<file path="config.mk">
export PLATFORM = sky130hd
export DESIGN_NAME = mem_bus_arbiter
export DESIGN_NICKNAME = d
export VERILOG_FILES = /design/src/rtl/mem_bus_arbiter.sv
export SDC_FILE = /design/constraint.sdc
export NUM_CORES = 1
export LEC_CHECK = 0
export ABC_AREA = 1
export CAP_MARGIN = 20
export CORE_ASPECT_RATIO = 1.25
export CORE_MARGIN = 2
export CORE_UTILIZATION = 35
export DETAILED_ROUTE_END_ITERATION = 6
export PLACE_DENSITY = 0.73
export RECOVER_POWER = 25
export SYNTH_ARGS = -nofsm -noshare
export SYNTH_HDL_FRONTEND = slang
export SYNTH_SLANG_ARGS = --single-unit
</file>
<file path="constraint.sdc">
create_clock -name clk -period 3.9 [get_ports clk]
set_input_delay 0.78 -clock clk [delete_from_list [all_inputs] [get_ports clk]]
set_output_delay 0.78 -clock clk [all_outputs]
set_load 0.01 [all_outputs]
</file>
<file path="src/rtl/mem_bus_arbiter.sv">
// Single-port memory bus arbiter for fetch and data sides.
// Data has priority; a watchdog aborts accesses that are never acked.
module mem_bus_arbiter #(
  parameter int unsigned TIMEOUT = 255
) (
  input  logic        clk,
  input  logic        rst,
  input  logic        if_req_i,
  input  logic [31:0] if_addr_i,
  output logic [31:0] if_data_o,
  input  logic        d_req_i,
  input  logic        d_we_i,
  input  logic [31:0] d_addr_i,
  input  logic [3:0]  d_sel_i,
  input  logic [31:0] d_wdata_i,
  output logic [31:0] d_rdata_o,
  output logic        mem_ce_o,
  output logic        mem_we_o,
  output logic [31:0] mem_addr_o,
  output logic [3:0]  mem_sel_o,
  output logic [31:0] mem_wdata_o,
  input  logic [31:0] mem_data_i,
  input  logic        mem_ack_i,
  output logic [5:0]  stall_o,
  output logic        err_o
);

  typedef enum logic [1:0] {
    IDLE,
    IF_BUSY,
    D_BUSY
  } state_t;

  localparam logic [7:0] LP_LAST =
    (TIMEOUT == 0) ? 8'd0 : 8'(TIMEOUT - 1);

  state_t      r_state;
  state_t      w_next;
  logic [7:0]  r_cnt;
  logic        r_ce;
  logic        r_we;
  logic [31:0] r_addr;
  logic [3:0]  r_sel;
  logic [31:0] r_wdata;
  logic [31:0] r_if_data;
  logic [31:0] r_d_rdata;

  logic        w_busy;
  logic        w_tmo;
  logic        w_done;
  logic        w_if_done;
  logic        w_d_done;
  logic        w_d_rd_done;
  logic [31:0] w_rdata;
  logic        w_load_if;
  logic        w_load_d;
  logic        w_fetch_wait;
  logic        w_data_wait;

  assign w_busy = (r_state != IDLE);

  // Ack wins over a simultaneous timeout, so timeout implies no ack.
  assign w_tmo = (TIMEOUT != 0) && w_busy && !mem_ack_i
                 && (r_cnt == LP_LAST);

  assign w_done      = w_busy && (mem_ack_i || w_tmo);
  assign w_if_done   = (r_state == IF_BUSY) && w_done;
  assign w_d_done    = (r_state == D_BUSY) && w_done;
  assign w_d_rd_done = w_d_done && !r_we;
  assign w_rdata     = mem_ack_i ? mem_data_i : 32'h0;

  // The requester being completed is served; only the other side
  // can chain straight into a new access.
  always_comb begin
    w_next    = r_state;
    w_load_if = 1'b0;
    w_load_d  = 1'b0;
    unique case (r_state)
      IDLE: begin
        if (d_req_i) begin
          w_load_d = 1'b1;
          w_next   = D_BUSY;
        end else if (if_req_i) begin
          w_load_if = 1'b1;
          w_next    = IF_BUSY;
        end
      end
      IF_BUSY: begin
        if (w_done) begin
          if (d_req_i) begin
            w_load_d = 1'b1;
            w_next   = D_BUSY;
          end else begin
            w_next = IDLE;
          end
        end
      end
      D_BUSY: begin
        if (w_done) begin
          if (if_req_i) begin
            w_load_if = 1'b1;
            w_next    = IF_BUSY;
          end else begin
            w_next = IDLE;
          end
        end
      end
      default: w_next = IDLE;
    endcase
  end

  always_ff @(posedge clk) begin
    if (rst) begin
      r_state   <= IDLE;
      r_cnt     <= 8'd0;
      r_ce      <= 1'b0;
      r_we      <= 1'b0;
      r_addr    <= 32'h0;
      r_sel     <= 4'h0;
      r_wdata   <= 32'h0;
      r_if_data <= 32'h0;
      r_d_rdata <= 32'h0;
    end else begin
      r_state <= w_next;
      if (w_load_d) begin
        r_ce    <= 1'b1;
        r_we    <= d_we_i;
        r_addr  <= d_addr_i;
        r_sel   <= d_sel_i;
        r_wdata <= d_wdata_i;
        r_cnt   <= 8'd0;
      end else if (w_load_if) begin
        r_ce   <= 1'b1;
        r_we   <= 1'b0;
        r_addr <= if_addr_i;
        r_sel  <= 4'hF;
        r_cnt  <= 8'd0;
      end else if (w_done) begin
        r_ce <= 1'b0;
      end else if (w_busy) begin
        r_cnt <= r_cnt + 8'd1;
      end
      if (w_if_done) begin
        r_if_data <= w_rdata;
      end
      if (w_d_rd_done) begin
        r_d_rdata <= w_rdata;
      end
    end
  end

  assign w_fetch_wait = if_req_i && !w_if_done;
  assign w_data_wait  = d_req_i && !w_d_done;

  always_comb begin
    stall_o = 6'b000000;
    if (!rst) begin
      if (w_data_wait) begin
        stall_o = 6'b011111;
      end else if (w_fetch_wait) begin
        stall_o = 6'b000111;
      end
    end
  end

  assign if_data_o = (w_if_done && !rst) ? w_rdata : r_if_data;
  assign d_rdata_o = (w_d_rd_done && !rst) ? w_rdata : r_d_rdata;
  assign err_o     = w_tmo && !rst;

  assign mem_ce_o    = r_ce;
  assign mem_we_o    = r_we;
  assign mem_addr_o  = r_addr;
  assign mem_sel_o   = r_sel;
  assign mem_wdata_o = r_wdata;

endmodule

</file>
==> impl_results.md <==
- Max Fclk: 0.277 GHz
- Iter 0 DRT Violations: 492
- Die width: 128 um
- Final setup margin: 0.294 ns
- Core footprint: 18800 um^2
- Finished Layout Cells: 1489
- Peak VDD IR: 268 uV
- Sw Ratio: 0.285
- Post CTS Setup Buffer Count: 0
- Synth unique cells: 29
- Post-CTS Resized: 0
- Max_slew headroom: 0.000853
- Combinational power share: 0.237
- Post-DP HPWL: 14400 um
- Dpl ws: 0.300 ns
- Clk Latency, worst-skew pair: 0.41 ns
- Reg-to-Reg End: mem_addr_o[29]$_SDFFE_PP0P_
- Seq/Total Area, Yosys: 0.428
- Row count: 56
- WS Path Type: primary input to output port
- Switch Pwr: 1.24 mW
- Routed WL per cell: 13.8 um
- Failing checks: capacitance limit
- Sequential share of power: 0.380
- Num CTS Buffers: 17
- IO Count: 279
- Internal cell power: 3.13 mW
- CP max stage delay: 0.62 ns
- Post-route ant nets: 0
- Critical path arrival: 2.83 ns
- Slew Limit Fails: 0
- Worst setup SP type: primary input
- Total global-route track usage: 0.201
- Hold WC Path Type: flip-flop to flip-flop
- Tmin final: 3.61 ns
- Syn Area/Cell: 6.67 um^2
- Most frequent cells in the layout: nand2_1, clkdlybuf4s50_1, dfxtp_1
- Final Routed Wirelength: 20500 um
- CTS tree: done
- CP Max Fanout: 68
- Placed insts: 1456
- Slowest CP cell: clkdlybuf4s50_1
- CTS max path bufs: 2
- Max cap viols: 1
- Syn Std Cell Area: 6730 um^2
- Worst-margin pin slew: 1.50 ns
- Hold Crit Start: mem_sel_o[1]$_SDFFE_PP0P_
- Vias per Instance: 4.85
- I/O Buffers: 277
- Clock transition at path regs: 0.06 ns
- Layout area overhead: 50.9%
- Die height: 159 um
- Final-stage net count: 1383
- Worst EP required: 3.12 ns
- Final setup violation count: 0
- RR Startpoint: r_cnt[0]$_SDFFE_PP0P_
- Lkg Pwr: 4.37 nW
- PwrDens: 430 nW/um^2
- Fin Setup TNS: 0 ns
- GRT Residual Overflow: 0
- H-tree depth: 4
- Maximum number of pins on one net before global-route repair: 97
- Via count: 7221
- Most used cell along the critical path: clkdlybuf4s50_1
- Root buffer cell: clkbuf_16
- Worst reg2reg setup slack: 1.29 ns
- Hold depth: 2
- First-pass GRT wire length: 33300 um
- Share of layout cells above drive strength 1: 0.0470
- Clock share of power: 0.383
- Initial antenna violation count: 2
- DRC: 0
- Overall power: 4.37 mW
- Initial core utilization: 0.357
- Clock skew: 0.0106 ns
- CP Capture Type: output port
- Synthesized netlist cell count: 1009
- Fin crit share: 0.925
- Die area: 20400 um^2
- FF-to-FF path depth: 11
- Pre-antenna DRT Iters: 4
- Commonest non-fill, non-tap cell in the layout: nand2_1
- Hold_buf cts: 0
- #FFs+latches synth: 144
- Vias in the first global route: 6737
- Post-layout util: 0.539
- Outcome: finished with violations
- Hold Vio Cnt, Final: 0
- CP Cell Sequence: clkdlybuf4s50_1 > inv_4 > buf_12 > nand3_1 > o21ai_0 > clkdlybuf4s50_1
- Syn_nets: 1149
- Placer Congestion: 0.830
- RSZ-0062 raised after global routing: false
- End of the worst hold path: mem_sel_o[1]$_SDFFE_PP0P_
- Yosys warning count: 0
- Clk sinks: 144
==> per-layer routing <==
layer | wire (um) | part of all wire | GRT usage | vias to the layer above
li1 | - | - | - | 3738
met1 | 8940 | 0.44 | 0.246 | 3217
met2 | 9570 | 0.47 | 0.327 | 236
met3 | 1530 | 0.075 | 0.0622 | 30
met4 | 438 | 0.021 | 0.0849 | 0
met5 | 0 | 0 | 0 | -
==> final cells by class <==
cell class,instances,area (um^2)
clock inverter,12,155
multi-input combinational,733,3260
sequential,144,2880
antenna,1,2.50
inverter,54,206
clock buffer,20,447
timing repair buffer,293,2920
tap,232,290
fill,1838,8690
==> cell usage after synthesis <==
cell | n | area [um^2]
nand2_1 | 285 | 1070
dfxtp_1 | 144 | 2880
nor2_1 | 141 | 529
nand3_1 | 137 | 686
o21ai_0 | 87 | 435
inv_1 | 51 | 191
clkbuf_1 | 35 | 131
nand4_1 | 34 | 213
o21ai_1 | 15 | 75.1
buf_2 | 14 | 70.1
a21oi_1 | 13 | 65.1
buf_1 | 11 | 41.3
buf_4 | 9 | 67.6
buf_6 | 7 | 78.8
nand2_2 | 3 | 18.8
xor2_1 | 3 | 26.3
clkbuf_2 | 2 | 10.0
ha_1 | 2 | 25.0
inv_2 | 2 | 7.51
nand3_2 | 2 | 20.0
nand3b_1 | 2 | 15.0
nor2_2 | 2 | 12.5
nor3_1 | 2 | 10.0
clkinv_2 | 1 | 5.00
conb_1 | 1 | 3.75
nand4_4 | 1 | 21.3
o211ai_1 | 1 | 7.51
or2_2 | 1 | 6.26
xnor2_1 | 1 | 8.76
==> per-stage QoR <==
| step | area (um^2) | hold slack, ns |
|---|---|---|
| 3_5_place_dp | 9560 | 0.439 |
| 5_1_grt | 10200 | 0.472 |
| 6_report | 10200 | 0.444 |
| 4_1_cts | 10200 | 0.448 |
| 3_3_place_gp | 9560 | 0.432 |
| 2_1_floorplan | 6730 | 0.449 |
==> registers in the layout (all words and copies together) (netlist names) <==
| name | flops |
|---|---|
| mem_wdata_o | 32 |
| r_d_rdata | 32 |
| mem_sel_o | 4 |
| r_state | 2 |
| mem_we_o | 1 |
| r_cnt | 8 |
| mem_ce_o | 1 |
| mem_addr_o | 32 |
| r_if_data | 32 |
==> worst max-delay path by stage <==
stage	start	endpoint	cells past startpoint
global route	rst	if_data_o[26]	6
finish	rst	stall_o[0]	6
detailed placement	rst	if_data_o[26]	6
floorplan	rst	stall_o[1]	5
global placement	rst	stall_o[2]	6
CTS	rst	if_data_o[26]	6
==> worst max-delay path, delay by kind of cell <==
family	cells	cell delay (ns)
simple gates	1	0.11
buf+inv	4	1.75
compound gates	1	0.18
==> power by group through the flow <==
stage	combinational [mW]	sequential, mW	clock, mW
after floorplan	0.483	1.74	0
after global placement	1.04	1.69	0
after detailed placement	1.05	1.69	0
after CTS	1.05	1.66	1.72
after global routing	1.16	1.68	1.78
final	1.04	1.66	1.67
==> kinds of logic (layout without fill, tap and decap cells) <==
group                    count (synthesis)  after routing  share of synthesized area
buffers and inverters                  132            379                     0.0896
AO/OA/AOI/OAI                          116            116                     0.0866
adder cells (fa/ha/maj)                  2              2                    0.00372
AND/OR/NAND/NOR                        610            610                      0.386
other                                    1              2                   0.000557
XOR/XNOR                                 4              4                    0.00520
flip-flops                             144            144                      0.428
(Power assumes the default switching activity.)
